**config.mk**
```make
export PLATFORM = sky130hd
export DESIGN_NAME = reorder_buffer_flat
export DESIGN_NICKNAME = d
export VERILOG_FILES = /design/src/rtl/reorder_buffer_if.sv /design/src/rtl/reorder_buffer.sv /design/src/flat_wrapper.sv
export SDC_FILE = /design/constraint.sdc
export NUM_CORES = 2
export LEC_CHECK = 0
export CAP_MARGIN = 20
export CORE_MARGIN = 8
export CORE_UTILIZATION = 55
export CTS_CLUSTER_SIZE = 25
export DETAILED_ROUTE_END_ITERATION = 10
export PLACE_DENSITY = 0.7
export SLEW_MARGIN = 20
export SYNTH_ARGS = -nofsm -noshare
export SYNTH_HDL_FRONTEND = slang
export SYNTH_SLANG_ARGS = --single-unit
```
**constraint.sdc**
```tcl
create_clock -name clk -period 10.1 [get_ports clk]
set_input_delay 2.02 -clock clk [delete_from_list [all_inputs] [get_ports clk]]
set_output_delay 2.02 -clock clk [all_outputs]
set_load 0.02 [all_outputs]
```
**src/rtl/reorder_buffer_if.sv**
```systemverilog
// Decoder/CDB/commit-side signal bundle of the reorder buffer.
// The ROB is the slave end; the decoder/CDB/retire consumers form the master end.
interface reorder_buffer_if #(
  parameter int ROB_WIDTH = 4,
  parameter int DATA_W    = 32
);
  logic                 in_assign_ena;
  logic [DATA_W-1:0]    in_inst;
  logic [4:0]           in_reg_rd;
  logic [DATA_W-1:0]    in_pc;
  logic                 in_predicted_taken;
  logic [ROB_WIDTH-1:0] out_assigned_tag;
  logic                 out_full;
  logic [ROB_WIDTH-1:0] in_query_tag1;
  logic [ROB_WIDTH-1:0] in_query_tag2;
  logic                 out_query_tag1_ready;
  logic                 out_query_tag2_ready;
  logic [DATA_W-1:0]    out_query_ready_value1;
  logic [DATA_W-1:0]    out_query_ready_value2;
  logic                 in_cdb_ena;
  logic [ROB_WIDTH-1:0] in_cdb_tag;
  logic [DATA_W-1:0]    in_cdb_value;
  logic                 in_cdb_taken;
  logic [DATA_W-1:0]    in_cdb_target;
  logic                 out_commit_ena;
  logic [4:0]           out_commit_rd;
  logic [DATA_W-1:0]    out_commit_value;
  logic [ROB_WIDTH-1:0] out_commit_tag;
  logic                 out_store_commit_ena;
  logic [ROB_WIDTH-1:0] out_store_commit_tag;
  logic                 out_rollback;
  logic [DATA_W-1:0]    out_correct_pc;
  logic                 out_bp_update_ena;
  logic [DATA_W-1:0]    out_bp_pc;
  logic                 out_bp_taken;

  modport slave (
    input  in_assign_ena, in_inst, in_reg_rd, in_pc, in_predicted_taken,
    input  in_query_tag1, in_query_tag2,
    input  in_cdb_ena, in_cdb_tag, in_cdb_value, in_cdb_taken, in_cdb_target,
    output out_assigned_tag, out_full,
    output out_query_tag1_ready, out_query_tag2_ready,
    output out_query_ready_value1, out_query_ready_value2,
    output out_commit_ena, out_commit_rd, out_commit_value, out_commit_tag,
    output out_store_commit_ena, out_store_commit_tag,
    output out_rollback, out_correct_pc,
    output out_bp_update_ena, out_bp_pc, out_bp_taken
  );

  modport master (
    output in_assign_ena, in_inst, in_reg_rd, in_pc, in_predicted_taken,
    output in_query_tag1, in_query_tag2,
    output in_cdb_ena, in_cdb_tag, in_cdb_value, in_cdb_taken, in_cdb_target,
    input  out_assigned_tag, out_full,
    input  out_query_tag1_ready, out_query_tag2_ready,
    input  out_query_ready_value1, out_query_ready_value2,
    input  out_commit_ena, out_commit_rd, out_commit_value, out_commit_tag,
    input  out_store_commit_ena, out_store_commit_tag,
    input  out_rollback, out_correct_pc,
    input  out_bp_update_ena, out_bp_pc, out_bp_taken
  );
endinterface

```
**src/rtl/reorder_buffer.sv**
```systemverilog
// Circular reorder buffer: tag allocation, operand queries, CDB capture,
// in-order retirement and flush on branch mispredict / JALR.
module reorder_buffer #(
  parameter int ROB_WIDTH = 4,
  parameter int DATA_W    = 32
) (
  input logic              clk,
  input logic              rst,
  reorder_buffer_if.slave  rob
);
  localparam int DEPTH = 1 << ROB_WIDTH;
  typedef logic [ROB_WIDTH-1:0] tag_t;
  localparam tag_t CAP = tag_t'(DEPTH - 1);
  localparam logic [6:0] OP_STORE  = 7'b0100011;
  localparam logic [6:0] OP_BRANCH = 7'b1100011;
  localparam logic [6:0] OP_JALR   = 7'b1100111;

  tag_t             head_q, tail_q, count_q;
  logic [DEPTH-1:0] busy_q, ready_q;
  logic [DATA_W-1:0] inst_q   [DEPTH];
  logic [DATA_W-1:0] pc_q     [DEPTH];
  logic [DATA_W-1:0] value_q  [DEPTH];
  logic [DATA_W-1:0] target_q [DEPTH];
  logic [4:0]        rd_q     [DEPTH];
  logic [DEPTH-1:0]  pred_q, taken_q;

  logic              commit_ena_p1, store_ena_p1, rollback_p1, bp_ena_p1, bp_taken_p1;
  logic [4:0]        commit_rd_p1;
  logic [DATA_W-1:0] commit_value_p1, correct_pc_p1, bp_pc_p1;
  tag_t              commit_tag_p1, store_tag_p1;

  function automatic tag_t next_tag(input tag_t t);
    return (t == CAP) ? tag_t'(1) : t + tag_t'(1);
  endfunction

  // An allocated entry is ready if it already holds a result or the CDB writes it right now.
  function automatic logic query_ready(input tag_t t);
    logic cdb_hit;
    cdb_hit = rob.in_cdb_ena && (rob.in_cdb_tag == t);
    return (t != '0) && busy_q[t] && (ready_q[t] || cdb_hit);
  endfunction

  function automatic logic [DATA_W-1:0] query_value(input tag_t t);
    if (!query_ready(t))                            return '0;
    else if (rob.in_cdb_ena && rob.in_cdb_tag == t) return rob.in_cdb_value;
    else                                            return value_q[t];
  endfunction

  logic [6:0] head_op;
  logic       commit_fire, alloc_fire, cdb_fire, mispredict, rollback_fire;

  always_comb begin
    head_op       = inst_q[head_q][6:0];
    commit_fire   = (count_q != '0) && ready_q[head_q];
    alloc_fire    = rob.in_assign_ena && (count_q != CAP);
    cdb_fire      = rob.in_cdb_ena && (rob.in_cdb_tag != '0) && busy_q[rob.in_cdb_tag];
    mispredict    = taken_q[head_q] != pred_q[head_q];
    rollback_fire = commit_fire &&
                    (((head_op == OP_BRANCH) && mispredict) || (head_op == OP_JALR));
  end

  assign rob.out_assigned_tag       = tail_q;
  assign rob.out_full               = count_q >= (CAP - tag_t'(1));
  assign rob.out_query_tag1_ready   = query_ready(rob.in_query_tag1);
  assign rob.out_query_tag2_ready   = query_ready(rob.in_query_tag2);
  assign rob.out_query_ready_value1 = query_value(rob.in_query_tag1);
  assign rob.out_query_ready_value2 = query_value(rob.in_query_tag2);

  // Entry payload: no reset, validity is tracked by busy_q/ready_q.
  always_ff @(posedge clk) begin
    if (alloc_fire) begin
      inst_q[tail_q] <= rob.in_inst;
      rd_q[tail_q]   <= rob.in_reg_rd;
      pc_q[tail_q]   <= rob.in_pc;
      pred_q[tail_q] <= rob.in_predicted_taken;
    end
    if (cdb_fire) begin
      value_q[rob.in_cdb_tag]  <= rob.in_cdb_value;
      taken_q[rob.in_cdb_tag]  <= rob.in_cdb_taken;
      target_q[rob.in_cdb_tag] <= rob.in_cdb_target;
    end
  end

  // Pointer/status state and the registered commit-stage outputs.
  always_ff @(posedge clk or posedge rst) begin
    if (rst) begin
      head_q          <= tag_t'(1);
      tail_q          <= tag_t'(1);
      count_q         <= '0;
      busy_q          <= '0;
      ready_q         <= '0;
      commit_ena_p1   <= 1'b0;
      commit_rd_p1    <= '0;
      commit_value_p1 <= '0;
      commit_tag_p1   <= '0;
      store_ena_p1    <= 1'b0;
      store_tag_p1    <= '0;
      rollback_p1     <= 1'b0;
      correct_pc_p1   <= '0;
      bp_ena_p1       <= 1'b0;
      bp_pc_p1        <= '0;
      bp_taken_p1     <= 1'b0;
    end else begin
      commit_ena_p1   <= commit_fire && (head_op != OP_STORE) && (head_op != OP_BRANCH) &&
                         (rd_q[head_q] != 5'd0);
      commit_rd_p1    <= commit_fire ? rd_q[head_q] : 5'd0;
      commit_value_p1 <= commit_fire ? value_q[head_q] : '0;
      commit_tag_p1   <= commit_fire ? head_q : '0;
      store_ena_p1    <= commit_fire && (head_op == OP_STORE);
      store_tag_p1    <= (commit_fire && (head_op == OP_STORE)) ? head_q : '0;
      bp_ena_p1       <= commit_fire && (head_op == OP_BRANCH);
      bp_pc_p1        <= (commit_fire && (head_op == OP_BRANCH)) ? pc_q[head_q] : '0;
      bp_taken_p1     <= commit_fire && (head_op == OP_BRANCH) && taken_q[head_q];
      rollback_p1     <= rollback_fire;
      if (!rollback_fire)       correct_pc_p1 <= '0;
      else if (head_op == OP_JALR || taken_q[head_q]) correct_pc_p1 <= target_q[head_q];
      else                      correct_pc_p1 <= pc_q[head_q] + DATA_W'(4);

      if (rollback_fire) begin
        head_q  <= tag_t'(1);
        tail_q  <= tag_t'(1);
        count_q <= '0;
        busy_q  <= '0;
        ready_q <= '0;
      end else begin
        if (cdb_fire) ready_q[rob.in_cdb_tag] <= 1'b1;
        if (commit_fire) begin
          head_q          <= next_tag(head_q);
          busy_q[head_q]  <= 1'b0;
          ready_q[head_q] <= 1'b0;
        end
        if (alloc_fire) begin
          tail_q          <= next_tag(tail_q);
          busy_q[tail_q]  <= 1'b1;
          ready_q[tail_q] <= 1'b0;
        end
        count_q <= count_q + tag_t'(alloc_fire) - tag_t'(commit_fire);
      end
    end
  end

  assign rob.out_commit_ena       = commit_ena_p1;
  assign rob.out_commit_rd        = commit_rd_p1;
  assign rob.out_commit_value     = commit_value_p1;
  assign rob.out_commit_tag       = commit_tag_p1;
  assign rob.out_store_commit_ena = store_ena_p1;
  assign rob.out_store_commit_tag = store_tag_p1;
  assign rob.out_rollback         = rollback_p1;
  assign rob.out_correct_pc       = correct_pc_p1;
  assign rob.out_bp_update_ena    = bp_ena_p1;
  assign rob.out_bp_pc            = bp_pc_p1;
  assign rob.out_bp_taken         = bp_taken_p1;
endmodule

```
**src/flat_wrapper.sv**
```systemverilog
// flat-port wrapper written by rule: the top's interface ports become plain ports
module reorder_buffer_flat 
#(
  parameter int ROB_WIDTH = 4,
  parameter int DATA_W    = 32
)
  (clk, rst, rob_in_assign_ena, rob_in_inst, rob_in_reg_rd, rob_in_pc, rob_in_predicted_taken, rob_in_query_tag1, rob_in_query_tag2, rob_in_cdb_ena, rob_in_cdb_tag, rob_in_cdb_value, rob_in_cdb_taken, rob_in_cdb_target, rob_out_assigned_tag, rob_out_full, rob_out_query_tag1_ready, rob_out_query_tag2_ready, rob_out_query_ready_value1, rob_out_query_ready_value2, rob_out_commit_ena, rob_out_commit_rd, rob_out_commit_value, rob_out_commit_tag, rob_out_store_commit_ena, rob_out_store_commit_tag, rob_out_rollback, rob_out_correct_pc, rob_out_bp_update_ena, rob_out_bp_pc, rob_out_bp_taken);
  reorder_buffer_if #(.ROB_WIDTH(ROB_WIDTH), .DATA_W(DATA_W)) rob_i ();
  input logic clk;
  input logic rst;
  input wire logic [$bits(rob_i.in_assign_ena)-1:0] rob_in_assign_ena;
  input wire logic [$bits(rob_i.in_inst)-1:0] rob_in_inst;
  input wire logic [$bits(rob_i.in_reg_rd)-1:0] rob_in_reg_rd;
  input wire logic [$bits(rob_i.in_pc)-1:0] rob_in_pc;
  input wire logic [$bits(rob_i.in_predicted_taken)-1:0] rob_in_predicted_taken;
  input wire logic [$bits(rob_i.in_query_tag1)-1:0] rob_in_query_tag1;
  input wire logic [$bits(rob_i.in_query_tag2)-1:0] rob_in_query_tag2;
  input wire logic [$bits(rob_i.in_cdb_ena)-1:0] rob_in_cdb_ena;
  input wire logic [$bits(rob_i.in_cdb_tag)-1:0] rob_in_cdb_tag;
  input wire logic [$bits(rob_i.in_cdb_value)-1:0] rob_in_cdb_value;
  input wire logic [$bits(rob_i.in_cdb_taken)-1:0] rob_in_cdb_taken;
  input wire logic [$bits(rob_i.in_cdb_target)-1:0] rob_in_cdb_target;
  output wire logic [$bits(rob_i.out_assigned_tag)-1:0] rob_out_assigned_tag;
  output wire logic [$bits(rob_i.out_full)-1:0] rob_out_full;
  output wire logic [$bits(rob_i.out_query_tag1_ready)-1:0] rob_out_query_tag1_ready;
  output wire logic [$bits(rob_i.out_query_tag2_ready)-1:0] rob_out_query_tag2_ready;
  output wire logic [$bits(rob_i.out_query_ready_value1)-1:0] rob_out_query_ready_value1;
  output wire logic [$bits(rob_i.out_query_ready_value2)-1:0] rob_out_query_ready_value2;
  output wire logic [$bits(rob_i.out_commit_ena)-1:0] rob_out_commit_ena;
  output wire logic [$bits(rob_i.out_commit_rd)-1:0] rob_out_commit_rd;
  output wire logic [$bits(rob_i.out_commit_value)-1:0] rob_out_commit_value;
  output wire logic [$bits(rob_i.out_commit_tag)-1:0] rob_out_commit_tag;
  output wire logic [$bits(rob_i.out_store_commit_ena)-1:0] rob_out_store_commit_ena;
  output wire logic [$bits(rob_i.out_store_commit_tag)-1:0] rob_out_store_commit_tag;
  output wire logic [$bits(rob_i.out_rollback)-1:0] rob_out_rollback;
  output wire logic [$bits(rob_i.out_correct_pc)-1:0] rob_out_correct_pc;
  output wire logic [$bits(rob_i.out_bp_update_ena)-1:0] rob_out_bp_update_ena;
  output wire logic [$bits(rob_i.out_bp_pc)-1:0] rob_out_bp_pc;
  output wire logic [$bits(rob_i.out_bp_taken)-1:0] rob_out_bp_taken;
  assign rob_i.in_assign_ena = rob_in_assign_ena;
  assign rob_i.in_inst = rob_in_inst;
  assign rob_i.in_reg_rd = rob_in_reg_rd;
  assign rob_i.in_pc = rob_in_pc;
  assign rob_i.in_predicted_taken = rob_in_predicted_taken;
  assign rob_i.in_query_tag1 = rob_in_query_tag1;
  assign rob_i.in_query_tag2 = rob_in_query_tag2;
  assign rob_i.in_cdb_ena = rob_in_cdb_ena;
  assign rob_i.in_cdb_tag = rob_in_cdb_tag;
  assign rob_i.in_cdb_value = rob_in_cdb_value;
  assign rob_i.in_cdb_taken = rob_in_cdb_taken;
  assign rob_i.in_cdb_target = rob_in_cdb_target;
  assign rob_out_assigned_tag = rob_i.out_assigned_tag;
  assign rob_out_full = rob_i.out_full;
  assign rob_out_query_tag1_ready = rob_i.out_query_tag1_ready;
  assign rob_out_query_tag2_ready = rob_i.out_query_tag2_ready;
  assign rob_out_query_ready_value1 = rob_i.out_query_ready_value1;
  assign rob_out_query_ready_value2 = rob_i.out_query_ready_value2;
  assign rob_out_commit_ena = rob_i.out_commit_ena;
  assign rob_out_commit_rd = rob_i.out_commit_rd;
  assign rob_out_commit_value = rob_i.out_commit_value;
  assign rob_out_commit_tag = rob_i.out_commit_tag;
  assign rob_out_store_commit_ena = rob_i.out_store_commit_ena;
  assign rob_out_store_commit_tag = rob_i.out_store_commit_tag;
  assign rob_out_rollback = rob_i.out_rollback;
  assign rob_out_correct_pc = rob_i.out_correct_pc;
  assign rob_out_bp_update_ena = rob_i.out_bp_update_ena;
  assign rob_out_bp_pc = rob_i.out_bp_pc;
  assign rob_out_bp_taken = rob_i.out_bp_taken;
  reorder_buffer #(.ROB_WIDTH(ROB_WIDTH), .DATA_W(DATA_W)) u_core (.clk(clk), .rst(rst), .rob(rob_i));
endmodule
```
==> flow_summary.ini <==
[synth]
synthDistinctLibCells = 63
synth-simple-area-share_pct = 2.62
syn_inst = 3794
synth_top_family_by_area = multiplexers
synth_seq_area_share_pct = 69.5
async_flop_share_pct = 8.24
synth-edff-count = 1760
ys_ff_latch = 1918
synth_xor_area_share_pct = 0.450
synth_compound_area_share_pct = 1.59
syn_avg_cell_area_um2 = 21.5
synth.cell_area_um2 = 81700
ys_warn_count = 0
synth_flop_cell = edfxtp_1
synth-adder-area-share_pct = 0.254
yosys-mux-area-fraction_pct = 23.9

[finish]
final_cell_mix = edfxtp_1 (1760), mux4_2 (845), clkdlybuf4s50_1 (302)
stdcell_area_um2 = 93700
layout_commonest_cell = edfxtp_1
fin_cells = 6312
layout-drive-gt1-share_pct = 29.3
fin_nets = 4357
area_growth_pct = 14.6

[placed_design]
dpl_cell_area_um2 = 87200
place_ws_ps = 1930
place_congestion = 0.775
dpl.cell_count = 5928
port_buffers = 310
dp.final_hpwl_mm = 115

[routing]
avgRoutedWirePerCell_um = 33.3
num_vias = 42300
ant_nets = 0
drt_iter0_markers = 4759
totalWireLength_mm = 210
drtPass1Iterations = 6
vias_per_cell = 6.70
drc_errors = 0

[power]
powerDensity_nw_per_um2 = 246
seq_power_share_pct = 41.3
sw_frac_of_total_pct = 29.8
p_clk_share_pct = 30.8
power_frac_comb_pct = 27.9
switchingPower_mw = 6.87
p_int_mw = 16.2
power.leakage_nw = 30.1
ir_worst_vdd_mv = 0.266
p_total_mw = 23.1

[die]
initial_core_util_pct = 55.3
die_area_um2 = 161000
die_h_um = 401
pin_count = 336
core_um2 = 148000
die_x_um = 401
row_count = 141

[critical_path]
reg2reg_depth = 7
end_kind = output pin
start_kind = primary input
crit_type = in2out
cp.required_ps = 8080
regToRegSetupSlack_ps = 4370
arrival_ps = 6190
crit_fanout = 33
crit-reg2reg-launch = u_core.head_q[0]
r2r-end = u_core.rob.out_commit_ena

[min_path]
min_from = u_core.busy_q[0]
holdPathEnd = u_core.busy_q[0]
hold_path.class = reg2reg
min_path_cells = 2

[sta]
timing.setup.tns_ps = 0
slew_headroom_pct = 26.0
final-setup-viol-count = 0
fin_crit_ps = 8210
min_period_over_period_pct = 81.3
max_freq_mhz = 122
slew_violations = 0
rsz0062_at_grt = no
worst_pin_slew_ps = 1110
worst_slack_ps = 1890
hold_viol = 0
fin_worst_skew_ps = 56.4

[global_routing]
grt_first_pass_wirelength_mm = 303
grt_max_degree = 149
gr-total-overflow = 0
grt_pass1_vias = 43000
antenna_found_initial = 37
track_usage_pct = 25.8

[cts]
cts.sinks = 1918
post_cts_buffers = 0
cts_max_level = 4
cts_buffers = 190
clk_pin_slew_ps = 60
cts-root-buf = clkbuf_16
cts_max_path_buffers = 3
cts_resized = 0
ctsHoldBuffers = 0
clk_latency_ps = 840
cts_tree = yes

[run_status]
status = finished, final reports clean

[flow_run]
maxCapViolations = 0
[registers in the layout, indices dropped and copies added (netlist names), 5 cells and up]
name and cells:
u_core.busy_q 16, u_core.inst_q 112, u_core.pc_q 512, u_core.pred_q 16, u_core.rd_q 80, u_core.ready_q 16, u_core.rob.out_bp_pc 32, u_core.rob.out_commit_rd 5
u_core.rob.out_commit_value 32, u_core.rob.out_correct_pc 32, u_core.taken_q 16, u_core.target_q 512, u_core.value_q 512
[worst max path at each step]
stage	slack [ps]	start	endpoint
global placement	1950	rob_in_cdb_tag[2]	rob_out_query_ready_value2[3]
CTS	1910	rob_in_cdb_tag[2]	rob_out_query_ready_value2[1]
detailed placement	1930	rob_in_cdb_tag[2]	rob_out_query_ready_value2[1]
finish	1890	rob_in_cdb_tag[2]	rob_out_query_ready_value2[2]
floorplan	1720	rob_in_cdb_tag[0]	u_core.taken_q[1]
global route	1700	rob_in_cdb_tag[2]	rob_out_query_ready_value2[1]
[worst max-delay path: stages]
cell and delay, ps:
clkdlybuf4s50_1 660, xor2_1 270, nor3_1 300, and3_2 390
o21ai_0 140, mux4_2 890, a21oi_1 750, clkdlybuf4s50_1 750
[power by group through the flow]
stage | clock network, mW | logic [mW] | registers [mW]
6_report | 7.10 | 6.43 | 9.52
5_1_grt | 7.50 | 6.78 | 9.56
4_1_cts | 7.20 | 6.51 | 9.52
3_5_place_dp | 0 | 6.48 | 9.68
3_3_place_gp | 0 | 6.46 | 9.65
2_1_floorplan | 0 | 4.51 | 9.56
[cells by family after synthesis]
kind of cell / Yosys count
XOR/XNOR: 42
other: 1
AND/OR/NAND/NOR: 450
buffers and inverters: 279
adder cells (fa/ha/maj): 16
multiplexers: 871
AO/OA/AOI/OAI: 217
flip-flops: 1918
[synthesized netlist by cell type (26+ instances only)]
library cell  number  area (µm²)
buf_1             46         173
nand2_1          193         724
a21oi_1          113         566
edfxtp_1        1760       52900
nor2b_1           68         425
dfrtp_1          156        3900
buf_2             49         245
nand3_1           26         130
mux4_2           845       19000
clkbuf_1         125         469
nor2_1            91         342
a22oi_1           33         248
[layer usage]
metal  vias to the layer above  share of wire (%)  global-route usage [%]  routed length [µm]
met4                        14                3.4                    9.13                7170
li1                      16900                  -                       -                   -
met5                         -              0.046                       0                  96
met2                      2243                 49                    41.9              104000
met3                       393                9.1                    5.54               19100
met1                     22700                 38                    35.1               79900
[per-stage QoR]
stage,util [%],hold WS [ps]
after global placement,59.1,509
after global routing,63.4,575
after CTS,63.4,549
final,63.4,548
after floorplan,-,478
after detailed placement,59.1,541
[area by class of cell]
class | count | area (µm²)
Sequential cell | 1918 | 56800
Timing Repair Buffer | 394 | 3820
Clock buffer | 260 | 5210
Antenna cell | 24 | 60.1
Fill cell | 9740 | 54000
Clock inverter | 100 | 1170
Inverter | 25 | 109
Multi-Input combinational cell | 1661 | 24100
Tap cell | 1930 | 2410
Power figures use the tool's default switching activity.
